[config.mk]
export PLATFORM = sky130hd
export DESIGN_NAME = msrv32_fetch_ctrl_flat
export DESIGN_NICKNAME = d
export VERILOG_FILES = /design/src/rtl/msrv32_fetch_ctrl_pkg.sv /design/src/rtl/msrv32_fetch_ctrl_if.sv /design/src/rtl/msrv32_fetch_ctrl.sv /design/src/flat_wrapper.sv
export SDC_FILE = /design/constraint.sdc
export NUM_CORES = 1
export LEC_CHECK = 0
export ABC_AREA = 1
export ABC_CLOCK_PERIOD_IN_PS = 3300
export CAP_MARGIN = 20
export CORE_ASPECT_RATIO = 1.1
export CORE_MARGIN = 8
export CORE_UTILIZATION = 40
export DETAILED_ROUTE_END_ITERATION = 10
export GPL_TIMING_DRIVEN = 0
export PLACE_DENSITY = 0.83
export SYNTH_ARGS = -nofsm -noshare
export SYNTH_HDL_FRONTEND = slang
export SYNTH_SLANG_ARGS = --single-unit
[constraint.sdc]
create_clock -name clk_in -period 3.3 [get_ports clk_in]
set_clock_uncertainty 0.05 [all_clocks]
set_input_delay 0.33 -clock clk_in [delete_from_list [all_inputs] [get_ports clk_in]]
set_output_delay 0.33 -clock clk_in [all_outputs]
set_load 0.03 [all_outputs]
[src/rtl/msrv32_fetch_ctrl_pkg.sv]
// Shared definitions for the msrv32 fetch controller.
//   pc_src_t      : PC-mux select codes (boot, epc, trap, next)
//   fc_state_e    : fetch-controller state encoding (2 bits, fully specified)
//   FC_BOOT_ADDR  : default reset PC
package msrv32_fetch_ctrl_pkg;

  typedef logic [1:0] pc_src_t;

  localparam pc_src_t PC_SRC_BOOT = 2'd0;
  localparam pc_src_t PC_SRC_EPC  = 2'd1;
  localparam pc_src_t PC_SRC_TRAP = 2'd2;
  localparam pc_src_t PC_SRC_NEXT = 2'd3;

  typedef enum logic [1:0] {
    FC_BOOT      = 2'd0,
    FC_RUN       = 2'd1,
    FC_HOLD_TRAP = 2'd2,
    FC_HOLD_MRET = 2'd3
  } fc_state_e;

  localparam logic [31:0] FC_BOOT_ADDR = 32'h0000_0000;

endpackage

[src/rtl/msrv32_fetch_ctrl_if.sv]
// Handshake bundle between the fetch controller, the PC mux, the CSR/trap
// logic and the instruction AHB port.
//   ahb_ready_in    : fetch accepted when 1
//   trap_taken_in   : trap/interrupt redirect pulse
//   mret_in         : MRET redirect pulse
//   pc_mux_in       : selected next PC from the PC mux
//   pc_src_out      : PC-mux select
//   pc_out          : registered PC
//   instr_valid_out : instruction at pc_out is valid for decode
//   flush_out       : redirect accepted, squash younger ops
//   stall_cnt_out   : saturating count of stalled cycles
// master drives the requests/ready, slave is the fetch controller.
interface msrv32_fetch_ctrl_if #(
  parameter int CNT_W = 16
) ();
  import msrv32_fetch_ctrl_pkg::*;

  logic             ahb_ready_in;
  logic             trap_taken_in;
  logic             mret_in;
  logic [31:0]      pc_mux_in;
  pc_src_t          pc_src_out;
  logic [31:0]      pc_out;
  logic             instr_valid_out;
  logic             flush_out;
  logic [CNT_W-1:0] stall_cnt_out;

  modport master (
    output ahb_ready_in, trap_taken_in, mret_in, pc_mux_in,
    input  pc_src_out, pc_out, instr_valid_out, flush_out, stall_cnt_out
  );

  modport slave (
    input  ahb_ready_in, trap_taken_in, mret_in, pc_mux_in,
    output pc_src_out, pc_out, instr_valid_out, flush_out, stall_cnt_out
  );

endinterface

[src/rtl/msrv32_fetch_ctrl.sv]
// PC-mux sequencer and PC register for the msrv32 core.
// Holds trap/mret redirects across AHB wait states and flags the first
// fetch after a redirect as a flush.
//   clk_in  : core clock
//   rst_in  : synchronous reset, active-high
//   bus     : msrv32_fetch_ctrl_if slave modport (see interface header)
//
// state        | meaning
// FC_BOOT      | waiting for the first fetch at the boot address
// FC_RUN       | sequential fetch, redirects accepted directly
// FC_HOLD_TRAP | trap redirect pending on a stalled bus
// FC_HOLD_MRET | mret redirect pending on a stalled bus
module msrv32_fetch_ctrl
  import msrv32_fetch_ctrl_pkg::*;
#(
  parameter logic [31:0] BOOT_ADDRESS = FC_BOOT_ADDR,
  parameter int          CNT_W        = 16
) (
  input  logic                 clk_in,
  input  logic                 rst_in,
  msrv32_fetch_ctrl_if.slave   bus
);

  fc_state_e        r_state;
  logic [31:0]      r_pc;
  logic             r_valid;
  logic             r_flush;
  logic [CNT_W-1:0] r_stall_cnt;
  pc_src_t          w_pc_src;
  logic             w_stall;

  // In HOLD_MRET a late trap only upgrades the pending request; the select
  // stays on epc for that cycle and moves to trap once the state changes.
  always_comb begin
    w_pc_src = PC_SRC_BOOT;
    case (r_state)
      FC_BOOT:      w_pc_src = PC_SRC_BOOT;
      FC_RUN:       w_pc_src = bus.trap_taken_in ? PC_SRC_TRAP :
                               bus.mret_in       ? PC_SRC_EPC  : PC_SRC_NEXT;
      FC_HOLD_TRAP: w_pc_src = PC_SRC_TRAP;
      FC_HOLD_MRET: w_pc_src = PC_SRC_EPC;
      default:      w_pc_src = PC_SRC_BOOT;
    endcase
  end

  always_ff @(posedge clk_in) begin
    if (rst_in) begin
      r_state <= FC_BOOT;
      r_pc    <= BOOT_ADDRESS;
      r_valid <= 1'b0;
      r_flush <= 1'b0;
    end else begin
      r_valid <= 1'b0;
      r_flush <= 1'b0;
      case (r_state)
        FC_BOOT: begin
          if (bus.ahb_ready_in) begin
            r_pc    <= bus.pc_mux_in;
            r_state <= FC_RUN;
          end
        end
        FC_RUN: begin
          if (bus.ahb_ready_in) begin
            r_pc <= bus.pc_mux_in;
            if (bus.trap_taken_in || bus.mret_in) r_flush <= 1'b1;
            else                                  r_valid <= 1'b1;
          end else if (bus.trap_taken_in) begin
            r_state <= FC_HOLD_TRAP;
          end else if (bus.mret_in) begin
            r_state <= FC_HOLD_MRET;
          end
        end
        FC_HOLD_TRAP: begin
          if (bus.ahb_ready_in) begin
            r_pc    <= bus.pc_mux_in;
            r_flush <= 1'b1;
            r_state <= FC_RUN;
          end
        end
        FC_HOLD_MRET: begin
          if (bus.trap_taken_in) begin
            r_state <= FC_HOLD_TRAP;
          end else if (bus.ahb_ready_in) begin
            r_pc    <= bus.pc_mux_in;
            r_flush <= 1'b1;
            r_state <= FC_RUN;
          end
        end
        default: r_state <= FC_BOOT;
      endcase
    end
  end

  assign w_stall = (r_state != FC_BOOT) && !bus.ahb_ready_in;

  always_ff @(posedge clk_in) begin
    if (rst_in)                        r_stall_cnt <= '0;
    else if (w_stall && !(&r_stall_cnt)) r_stall_cnt <= r_stall_cnt + 1'b1;
  end

  assign bus.pc_src_out      = w_pc_src;
  assign bus.pc_out          = r_pc;
  assign bus.instr_valid_out = r_valid;
  assign bus.flush_out       = r_flush;
  assign bus.stall_cnt_out   = r_stall_cnt;

endmodule

[src/flat_wrapper.sv]
// flat-port wrapper written by rule: the top's interface ports become plain ports
module msrv32_fetch_ctrl_flat import msrv32_fetch_ctrl_pkg::*;
#(
  parameter logic [31:0] BOOT_ADDRESS = FC_BOOT_ADDR,
  parameter int          CNT_W        = 16
)
  (clk_in, rst_in, bus_ahb_ready_in, bus_trap_taken_in, bus_mret_in, bus_pc_mux_in, bus_pc_src_out, bus_pc_out, bus_instr_valid_out, bus_flush_out, bus_stall_cnt_out);
  msrv32_fetch_ctrl_if #(.CNT_W(CNT_W)) bus_i ();
  input  logic clk_in;
  input  logic rst_in;
  input wire logic [$bits(bus_i.ahb_ready_in)-1:0] bus_ahb_ready_in;
  input wire logic [$bits(bus_i.trap_taken_in)-1:0] bus_trap_taken_in;
  input wire logic [$bits(bus_i.mret_in)-1:0] bus_mret_in;
  input wire logic [$bits(bus_i.pc_mux_in)-1:0] bus_pc_mux_in;
  output wire logic [$bits(bus_i.pc_src_out)-1:0] bus_pc_src_out;
  output wire logic [$bits(bus_i.pc_out)-1:0] bus_pc_out;
  output wire logic [$bits(bus_i.instr_valid_out)-1:0] bus_instr_valid_out;
  output wire logic [$bits(bus_i.flush_out)-1:0] bus_flush_out;
  output wire logic [$bits(bus_i.stall_cnt_out)-1:0] bus_stall_cnt_out;
  assign bus_i.ahb_ready_in = bus_ahb_ready_in;
  assign bus_i.trap_taken_in = bus_trap_taken_in;
  assign bus_i.mret_in = bus_mret_in;
  assign bus_i.pc_mux_in = bus_pc_mux_in;
  assign bus_pc_src_out = bus_i.pc_src_out;
  assign bus_pc_out = bus_i.pc_out;
  assign bus_instr_valid_out = bus_i.instr_valid_out;
  assign bus_flush_out = bus_i.flush_out;
  assign bus_stall_cnt_out = bus_i.stall_cnt_out;
  msrv32_fetch_ctrl #(.BOOT_ADDRESS(BOOT_ADDRESS), .CNT_W(CNT_W)) u_core (.clk_in(clk_in), .rst_in(rst_in), .bus(bus_i));
endmodule
==> results by group <==
Power
  • Power share of the clock group: 0.301
  • Power, Total: 1.43 mW
  • P_leak: 1.30 nW
  • Flop pwr share: 0.477
  • Sw Share: 0.284
  • Pwr dens: 423 nW/um2
  • P_sw: 0.407 mW
  • Comb pwr share: 0.223
  • Power Internal: 1.02 mW
  • Peak VDD IR: 256 uV

Final layout
  • Share of cells above drive strength 1: 0.0773
  • Finished Core Util: 0.595
  • Final Instance Area: 3390 um2
  • Ant diodes: 0
  • Layout Cells excl Fill: 491
  • Nets: 451
  • Area growth syn-to-layout: 46.4%

Synth
  • Most common cell in the synthesized netlist: nand2_1
  • Synth unique cells: 25
  • Syn Inst Count: 319
  • Syn avg cell area: 7.26 um2
  • Top cells by count, synth: 75 x nand2_1, 52 x dfxtp_1, 51 x nand3_1
  • Cell Area, Synth: 2310 um2
  • Post-synth EDFFs: 0
  • Synth Flop Type: dfxtp_1
  • YS warnings: 0
  • Mapped Nets: 357
  • Synthesis-stage register bit count: 52
  • Main area contributors after synthesis: dfxtp_1 45%, nand2_1 12%, nand3_1 11%, a21oi_1 11%, nor2_1 5.5%
  • Sequential area share after synthesis: 0.450
  • Yosys top cell area share: 0.450
  • Dominant cell type by area after synthesis: dfxtp_1
  • FFs w/ async S/R, synth: 0

Drt
  • Antenna viol nets, final: 0
  • Met3 WL: 700 um
  • Routed wire length: 6.66 mm
  • Initial drt markers: 65
  • Vias per std cell: 4.95
  • Post-route DRC: 0
  • Highest Signal Layer: met4
  • Vias: 2432
  • Met1 wire length: 2.62 mm
  • First-pass DRT Iterations: 4
  • DR WL met2: 3.20 mm
  • Wirelength per Cell: 13.6 um

Global route
  • Total GRT Usage: 0.164
  • Aggregate global routing overflow: 0
  • Initial antenna violation count: 0
  • Largest net degree at the start of global routing: 16
  • First-pass GRT wire length: 11.1 mm
  • Vias in the first global route: 2450

Setup path
  • Reg-to-reg startpoint: u_core.bus.stall_cnt_out[0]
  • CP Capture Type: output port
  • Worst r2r dst: u_core.bus.stall_cnt_out[9]
  • Req. time, crit path: 2.92 ns
  • CP Launch Point: u_core.r_state[0]
  • Register-to-register setup slack: 1.73 ns
  • Worst setup path end: bus_pc_src_out[1]
  • Crit path launch type: flip-flop
  • Crit path kind: reg -> out
  • Worst EP arrival: 1.88 ns
  • Critical Path Fanout Max: 5
  • Cell count of the worst reg-to-reg path: 7

Timing
  • Sum Neg Setup Slack: 0 ns
  • Max-Slew Margin vs Limit: 0.688
  • Worst Slack Setup Final: 1.04 ns
  • Fmax: 0.442 GHz
  • Crit share post-route: 0.686
  • Fin Hold WS: 0.317 ns
  • Endpoints failing setup: 0
  • Final hold violation count: 0
  • Worst-margin pin slew: 0.468 ns
  • Final Critical Period: 2.26 ns
  • Fin. max-slew vios: 0
  • RSZ-0062 raised after global routing: false

Placed design
  • Placed Instance Area: 3280 um2
  • Dpl ws: 1.16 ns
  • Cells after DPL: 483
  • # port buffers: 87
  • DP HPWL: 5.21 mm
  • GP Congestion: 0.918

Floorplanning
  • CORE AREA: 5700 um2
  • Boundary Pins: 89
  • Die Area: 8480 um2
  • Initial core utilization: 0.406
  • Overall die height: 95.8 um
  • Die width: 88.5 um
  • Row count: 29

Clocking
  • PostCTS Resize Cnt: 0
  • Htree depth: 2
  • CTS buffer count: 5
  • TritonCTS clock tree: yes
  • CTS sink count: 52
  • Clock transition at path regs: 0.09 ns
  • Post-CTS Hold Buffers: 0
  • Post-CTS setup buffer count: 0
  • Clk root buf: clkbuf_8
  • Clock Latency Late Sink: 0.30 ns
  • Clock tree buffer depth: 2

Min path
  • Hold Crit Class: in -> reg
  • Worst hold stages: 3

Outcome
  • Run status: completed

Flow run
  • Max cap viols: 0
-- how the worst min path moves through the flow --
stage | slack, ns | to | startpoint
2_1_floorplan | 0.42 | u_core.bus.pc_out[0] | bus_pc_mux_in[0]
3_3_place_gp | 0.42 | u_core.bus.pc_out[25] | u_core.bus.pc_out[25]
3_5_place_dp | 0.43 | u_core.bus.pc_out[7] | u_core.bus.pc_out[7]
4_1_cts | 0.31 | u_core.bus.flush_out | bus_ahb_ready_in
5_1_grt | 0.33 | u_core.bus.flush_out | bus_ahb_ready_in
6_report | 0.32 | u_core.bus.flush_out | bus_ahb_ready_in
-- routing by layer --
layer  vias up  track usage
li1       1231            -
met1      1111        0.169
met2        77        0.281
met3        13       0.0760
met4         0       0.0691
met5         -            0
-- worst max-delay path, cell delays in order (launching register included) --
cell and delay [ns]:
dfxtp_1 0.40, inv_1 0.10, nor2_1 0.16, o21ai_0 0.12
o21ai_0 0.08, clkdlybuf4s50_1 0.72
-- state kept, by name, summed over array words and instances (netlist names) --
signal and count:
u_core.bus.stall_cnt_out 16, u_core.bus.flush_out 1, u_core.bus.instr_valid_out 1, u_core.bus.pc_out 32
u_core.r_state 2
-- power groups by stage --
stage	registers, mW	clock network [mW]	logic [mW]
after floorplan	0.760	0	0.110
after global placement	0.695	0	0.314
after detailed placement	0.697	0	0.320
after CTS	0.683	0.443	0.321
after global routing	0.688	0.464	0.346
final	0.683	0.431	0.319
-- placed cells by master (no fill, tap or decap), drive strengths merged --
| cell | n |
|---|---|
| clkinv | 1 |
| ha | 1 |
| nand3b | 1 |
| clkdlybuf4s50 | 87 |
| nor4 | 1 |
| nor2 | 41 |
| a21oi | 49 |
| xnor2 | 1 |
| inv | 18 |
| bufinv | 1 |
| a31oi | 1 |
| nand4 | 1 |
| buf | 14 |
| clkbuf | 9 |
| nand3 | 51 |
| o21ai | 7 |
| nand2 | 77 |
| xor2 | 1 |
| dfxtp | 52 |
-- layout make-up --
class | instances | area (um2)
fill | 530 | 2310
multi-input combinational | 232 | 1100
sequential | 52 | 1040
timing repair buffer | 87 | 871
buffer | 17 | 105
tap | 77 | 96.3
clock buffer | 6 | 72.6
inverter | 18 | 67.6
clock inverter | 2 | 35.0
-- kinds of logic after synthesis --
logic type | after synthesis | synth area share
simple gates | 172 | 0.337
compound gates | 57 | 0.125
xor+xnor | 2 | 0.00757
buf+inv | 35 | 0.0746
flops | 52 | 0.450
fa+ha+maj | 1 | 0.00540
Power figures use the tool's default switching activity.
